==> src/rtl/seq_scan_ctrl_pkg.sv <==
// Shared constants for the serial pattern scanner: matched pattern and controller state codes.
// No logic; imported by the matcher and the controller.
package seq_scan_pkg;

    localparam int PAT_LEN = 11;
    localparam logic [PAT_LEN-1:0] PATTERN = 11'b11001010000;

    localparam logic [1:0] S_IDLE  = 2'd0;
    localparam logic [1:0] S_WAIT  = 2'd1;
    localparam logic [1:0] S_SHIFT = 2'd2;
    localparam logic [1:0] S_DONE  = 2'd3;

endpackage

==> src/rtl/seq_scan_ctrl_if.sv <==
// Bus-side bundle for seq_scan_ctrl: word handshake, run control and status/irq.
// master = word source / status logic, slave = controller.
interface seq_scan_ctrl_if #(
    parameter int DATA_W = 8,
    parameter int CNT_W  = 8
) ();

    logic              start;
    logic              stop;
    logic              in_valid;
    logic [DATA_W-1:0] in_data;
    logic              in_last;
    logic              in_ready;
    logic [CNT_W-1:0]  thresh;
    logic              irq_clr;
    logic              busy;
    logic              done;
    logic [CNT_W-1:0]  match_count;
    logic              irq;

    modport master (
        output start, stop, in_valid, in_data, in_last, thresh, irq_clr,
        input  in_ready, busy, done, match_count, irq
    );

    modport slave (
        input  start, stop, in_valid, in_data, in_last, thresh, irq_clr,
        output in_ready, busy, done, match_count, irq
    );

endinterface

==> src/rtl/seq_scan_ctrl_match_ce.sv <==
// Enable-gated serial matcher: hit is combinational on the presented bit, history updates at the edge.
// Keeps the last PAT_LEN-1 bits; hits only once a full pattern length has been seen since clear.
module seq_match_ce
    import seq_scan_pkg::*;
(
    input  logic clk,
    input  logic reset,
    input  logic i_clr,
    input  logic i_ce,
    input  logic i_bit,
    output logic o_hit
);

    localparam int FILL_W = $clog2(PAT_LEN);
    localparam logic [FILL_W-1:0] FILL_FULL = FILL_W'(PAT_LEN - 1);

    logic [PAT_LEN-2:0] r_hist;
    logic [FILL_W-1:0]  r_fill;
    logic [PAT_LEN-1:0] w_win;

    assign w_win = {r_hist, i_bit};
    assign o_hit = i_ce && !i_clr && (w_win == PATTERN) && (r_fill == FILL_FULL);

    always_ff @(posedge clk or posedge reset) begin
        if (reset) begin
            r_hist <= '0;
            r_fill <= '0;
        end else if (i_clr) begin
            r_hist <= '0;
            r_fill <= '0;
        end else if (i_ce) begin
            r_hist <= w_win[PAT_LEN-2:0];
            if (r_fill != FILL_FULL) begin
                r_fill <= r_fill + 1'b1;
            end
        end
    end

endmodule

==> src/rtl/seq_scan_ctrl.sv <==
// Word-to-bit stream controller feeding seq_match_ce; first bit reaches the matcher the cycle after accept.
// in_ready in WAIT and the final shift cycle (zero-bubble streaming), dropped while stop is asserted.
module seq_scan_ctrl
    import seq_scan_pkg::*;
#(
    parameter int DATA_W = 8,
    parameter int CNT_W  = 8
) (
    input logic           clk,
    input logic           reset,
    seq_scan_ctrl_if.slave bus
);

    localparam int BIT_W = $clog2(DATA_W);
    localparam logic [BIT_W-1:0] LAST_BIT = BIT_W'(DATA_W - 1);
    localparam logic [CNT_W-1:0] CNT_MAX  = '1;

    logic [1:0]        r_state;
    logic [DATA_W-1:0] r_shift;
    logic [BIT_W-1:0]  r_bit;
    logic              r_last;
    logic [CNT_W-1:0]  r_count;
    logic              r_irq;

    logic             w_final;
    logic             w_ready;
    logic             w_accept;
    logic             w_start;
    logic             w_stop;
    logic             w_ce;
    logic             w_hit;
    logic             w_inc;
    logic [CNT_W-1:0] w_count_nxt;

    assign w_final     = (r_state == S_SHIFT) && (r_bit == LAST_BIT);
    assign w_ready     = ((r_state == S_WAIT) || w_final) && !bus.stop;
    assign w_accept    = bus.in_valid && w_ready;
    assign w_stop      = bus.stop && ((r_state == S_WAIT) || (r_state == S_SHIFT));
    assign w_start     = bus.start && !bus.stop && (r_state == S_IDLE);
    assign w_ce        = (r_state == S_SHIFT) && !bus.stop;
    assign w_inc       = w_hit && (r_count != CNT_MAX);
    assign w_count_nxt = r_count + 1'b1;

    seq_match_ce u_match (
        .clk   (clk),
        .reset (reset),
        .i_clr (w_start || w_stop),
        .i_ce  (w_ce),
        .i_bit (r_shift[DATA_W-1]),
        .o_hit (w_hit)
    );

    always_ff @(posedge clk or posedge reset) begin
        if (reset) begin
            r_state <= S_IDLE;
        end else begin
            case (r_state)
                S_IDLE:  if (w_start) r_state <= S_WAIT;
                S_WAIT: begin
                    if (bus.stop)      r_state <= S_IDLE;
                    else if (w_accept) r_state <= S_SHIFT;
                end
                S_SHIFT: begin
                    if (bus.stop)                r_state <= S_IDLE;
                    else if (w_final && !w_accept) r_state <= r_last ? S_DONE : S_WAIT;
                end
                default: r_state <= S_IDLE;
            endcase
        end
    end

    always_ff @(posedge clk or posedge reset) begin
        if (reset) begin
            r_shift <= '0;
            r_bit   <= '0;
            r_last  <= 1'b0;
        end else if (w_accept) begin
            r_shift <= bus.in_data;
            r_bit   <= '0;
            r_last  <= bus.in_last;
        end else if (w_stop) begin
            r_bit   <= '0;
        end else if (w_ce) begin
            r_shift <= r_shift << 1;
            r_bit   <= w_final ? '0 : r_bit + 1'b1;
        end
    end

    // irq set takes precedence over a coincident irq_clr
    always_ff @(posedge clk or posedge reset) begin
        if (reset) begin
            r_count <= '0;
            r_irq   <= 1'b0;
        end else if (w_start) begin
            r_count <= '0;
            r_irq   <= 1'b0;
        end else begin
            if (w_inc) begin
                r_count <= w_count_nxt;
            end
            if (w_inc && (bus.thresh != '0) && (w_count_nxt == bus.thresh)) begin
                r_irq <= 1'b1;
            end else if (bus.irq_clr) begin
                r_irq <= 1'b0;
            end
        end
    end

    assign bus.in_ready    = w_ready;
    assign bus.busy        = (r_state == S_WAIT) || (r_state == S_SHIFT);
    assign bus.done        = (r_state == S_DONE);
    assign bus.match_count = r_count;
    assign bus.irq         = r_irq;

endmodule

==> src/flat_wrapper.sv <==
// flat-port wrapper written by rule: the top's interface ports become plain ports
module seq_scan_ctrl_flat import seq_scan_pkg::*;
#(
    parameter int DATA_W = 8,
    parameter int CNT_W  = 8
)
  (clk, reset, bus_start, bus_stop, bus_in_valid, bus_in_data, bus_in_last, bus_thresh, bus_irq_clr, bus_in_ready, bus_busy, bus_done, bus_match_count, bus_irq);
  seq_scan_ctrl_if #(.DATA_W(DATA_W), .CNT_W(CNT_W)) bus_i ();
  input logic clk;
  input logic reset;
  input wire logic [$bits(bus_i.start)-1:0] bus_start;
  input wire logic [$bits(bus_i.stop)-1:0] bus_stop;
  input wire logic [$bits(bus_i.in_valid)-1:0] bus_in_valid;
  input wire logic [$bits(bus_i.in_data)-1:0] bus_in_data;
  input wire logic [$bits(bus_i.in_last)-1:0] bus_in_last;
  input wire logic [$bits(bus_i.thresh)-1:0] bus_thresh;
  input wire logic [$bits(bus_i.irq_clr)-1:0] bus_irq_clr;
  output wire logic [$bits(bus_i.in_ready)-1:0] bus_in_ready;
  output wire logic [$bits(bus_i.busy)-1:0] bus_busy;
  output wire logic [$bits(bus_i.done)-1:0] bus_done;
  output wire logic [$bits(bus_i.match_count)-1:0] bus_match_count;
  output wire logic [$bits(bus_i.irq)-1:0] bus_irq;
  assign bus_i.start = bus_start;
  assign bus_i.stop = bus_stop;
  assign bus_i.in_valid = bus_in_valid;
  assign bus_i.in_data = bus_in_data;
  assign bus_i.in_last = bus_in_last;
  assign bus_i.thresh = bus_thresh;
  assign bus_i.irq_clr = bus_irq_clr;
  assign bus_in_ready = bus_i.in_ready;
  assign bus_busy = bus_i.busy;
  assign bus_done = bus_i.done;
  assign bus_match_count = bus_i.match_count;
  assign bus_irq = bus_i.irq;
  seq_scan_ctrl #(.DATA_W(DATA_W), .CNT_W(CNT_W)) u_core (.clk(clk), .reset(reset), .bus(bus_i));
endmodule
==> config.mk <==
export PLATFORM = sky130hd
export DESIGN_NAME = seq_scan_ctrl_flat
export DESIGN_NICKNAME = d
export VERILOG_FILES = /design/src/rtl/seq_scan_ctrl_pkg.sv /design/src/rtl/seq_scan_ctrl_if.sv /design/src/rtl/seq_scan_ctrl_match_ce.sv /design/src/rtl/seq_scan_ctrl.sv /design/src/flat_wrapper.sv
export SDC_FILE = /design/constraint.sdc
export NUM_CORES = 1
export LEC_CHECK = 0
export CAP_MARGIN = 20
export CORE_ASPECT_RATIO = 1.1
export CORE_MARGIN = 3
export CORE_UTILIZATION = 40
export CTS_CLUSTER_SIZE = 12
export DETAILED_ROUTE_END_ITERATION = 8
export SLEW_MARGIN = 20
export SYNTH_ARGS = -nofsm -noshare
export SYNTH_HDL_FRONTEND = slang
export SYNTH_SLANG_ARGS = --single-unit
==> constraint.sdc <==
create_clock -name clk -period 3.44 [get_ports clk]
set_input_delay 0.688 -clock clk [delete_from_list [all_inputs] [get_ports clk]]
set_output_delay 0.688 -clock clk [all_outputs]
set_load 0.02 [all_outputs]
==> out/results.ini <==
[placed_design]
port_buffers=34
dp.cells=310
hpwl_mm=3.076
dp_slack_ns=0.6589
place_congestion=0.7502

[critical_path]
worst_setup_path_end_kind=output port
path_max_fanout=9
rrSetupSlack_ns=1.20
crit_chain=clkdlybuf4s50_1 -> nor2_1 -> clkdlybuf4s50_1
cp.required_ns=2.75
crit_top_cell=clkdlybuf4s50_1
cpMaxStageDelayCell=clkdlybuf4s50_1
cp_data_arrival_time_ns=2.06
start_kind=input port
critical_path_class=input port to output port
slowest_delay_ns=0.62

[floorplanning]
die_width_um=74.91
ios=35
dieArea_mm2=0.006128
core_area_mm2=0.004847
initial_core_util=0.4311
num_rows=26
die_y_um=81.81

[synthesis]
synth_area_leaders=dfrtp_1, nand2_1, ha_1
synth_cells=227
synthFlopType=dfrtp_1
synth_area_mm2=0.002090
ys_types=44
synth_area_per_cell_um2=9.205
synth_top_area_cell=dfrtp_1
async_reset_ff_frac=1.000
ys_seq_area_frac=0.4431
synth_edf_count=0
synth_warnings=0
synth-seq-cells=37
synth_top_area_share=0.4431
syn-num-nets=259

[cells_and_area]
insertedDiodeCount=0
nets=293
final_cell_mix=dfrtp_1, nand2_1, clkdlybuf4s50_1
syn_to_final_growth_pct=23.41
fin_cells=317
nFillCells=446
final_common_cell=dfrtp_1
layout-drive-gt1-share=0.06513
final_util=0.5320

[routing]
route.detailed.drc=0
viasPerCell=5.300
drt_iter0_markers=79
drtPass1Iterations=4
drt_wl_total_mm=4.227
antenna_left=0
vias=1680
wire_per_inst_um=13.33

[cts]
htreeDepth=2
cts_buffers=5
clk-insertion-delay-late_ns=0.29
cts_buffer_depth=2
hold_buffers=0
post_cts_resized=0
clk_pin_slew_worst_paths_ns=0.07
clockRootBuffer=clkbuf_8
cts_tree=done
post_cts_buffers=0
clock-sinks=37

[flow_run]
cap_violations=0

[sta]
setup_viol=0
fin_worst_skew_ns=0.008389
fin_ws_ns=0.6925
slew_headroom=0.4299
rsz0062_at_grt=false
timing.setup.tns_ns=0
fin_crit_sh=0.7987
hold_viol_final=0
slew_violations=0
hold_slack_ns=0.5096
tightest_slew_ns=0.8541
period_minus_slack_ns=2.747
fmax_ghz=0.3640

[global_routing]
gr-usage-all-layers=0.1563
grt_antenna_before_repair=0
grt_pass1_wl_mm=7.320
grt_max_degree=22
grt_remaining_overflow=0
grt_pass1_vias=1628

[pwr]
power_leakage_nw=1.116
switching_share=0.3274
power_density_mw_per_mm2=517.1
ir_drop_uv=348.0
seqPwrFrac=0.421
switching_power_uw=436.5
combPwrFrac=0.308
p_int_uw=896.9
power_frac_clock=0.271

[outcome]
status=completed

[min_path]
hold_path_class=register to register

==> cell usage after synthesis (2+ instances only) <==
library cell and n:
nor3b_1 3, xnor2_1 9, xor2_1 7, o41ai_1 2
o21ai_0 15, a21oi_1 18, ha_1 9, o221ai_1 2
clkbuf_1 5, inv_1 7, nand2b_1 3, nand2_1 34
nor2b_1 3, dfrtp_1 37, nor2_1 21, nand4_1 4
mux2i_1 8, nor4b_1 2, nor4_1 3, buf_1 2
a21boi_0 2, or3_1 2, nor3_1 5, nand3_1 4
==> power groups by stage <==
stage | registers, mW | clock network (mW) | logic, mW
after global placement | 0.570 | 0 | 0.414
after floorplan | 0.556 | 0 | 0.298
after detailed placement | 0.572 | 0 | 0.416
after CTS | 0.564 | 0.367 | 0.419
final | 0.562 | 0.361 | 0.410
after global routing | 0.572 | 0.394 | 0.472
==> per-layer routing <==
layer  GRT usage  vias to the layer above  wire (µm)
li1            -                      850          -
met3     0.03794                        5        139
met2      0.2544                       28       2022
met5           0                        -          0
met1      0.2055                      797       2019
met4     0.04448                        0         46
==> cells by family after synthesis <==
| group | Yosys count | synth area share |
|---|---|---|
| simple gates | 94 | 0.2305 |
| compound gates | 44 | 0.1228 |
| flops | 37 | 0.4431 |
| buf+inv | 18 | 0.03892 |
| xor+xnor | 16 | 0.06707 |
| mux | 9 | 0.04371 |
| fa+ha+maj | 9 | 0.05389 |
==> registers in the layout, indices dropped and copies added, names as in the netlist <==
register,cells
u_core.u_match.r_fill,4
u_core.bus.match_count,8
u_core.r_last,1
u_core.r_shift,8
u_core.u_match.r_hist,10
u_core.bus.irq,1
u_core.r_bit,3
u_core.r_state,2
==> stage by stage <==
step	instance area [µm²]	power (mW)
3_3_place_gp	2475	0.9836
5_1_grt	2579	1.438
3_5_place_dp	2475	0.9881
2_1_floorplan	2090	0.8538
4_1_cts	2579	1.350
6_report	2579	1.333
==> final timing paths <==
check,start,cells after the start,endpoint
setup / recovery,bus_stop,3,bus_in_ready
hold / removal,u_core.r_last,1,u_core.r_last
setup reg to reg,u_core.r_state[0],7,u_core.bus.match_count[5]
max in group asynchronous,reset,3,u_core.u_match.r_hist[8]
min in group asynchronous,reset,2,u_core.r_bit[2]
hold reg to reg,u_core.r_last,1,u_core.r_last
==> worst max-delay path, delay by kind of cell <==
family / cells / cell delay (ns)
simple gates: 1 / 0.19
buf+inv: 2 / 1.18
==> layout make-up <==
class	count	area (µm²)	area share
sequential	37	925.9	0.3590
multi-input combinational	172	1082	0.4197
clock inverter	2	35.03	0.01359
inverter	7	26.28	0.01019
timing repair buffer	38	370.4	0.1436
tap	56	70.07	0.02717
clock buffer	5	68.82	0.02669
No activity file was read; power rests on OpenSTA's default activity.
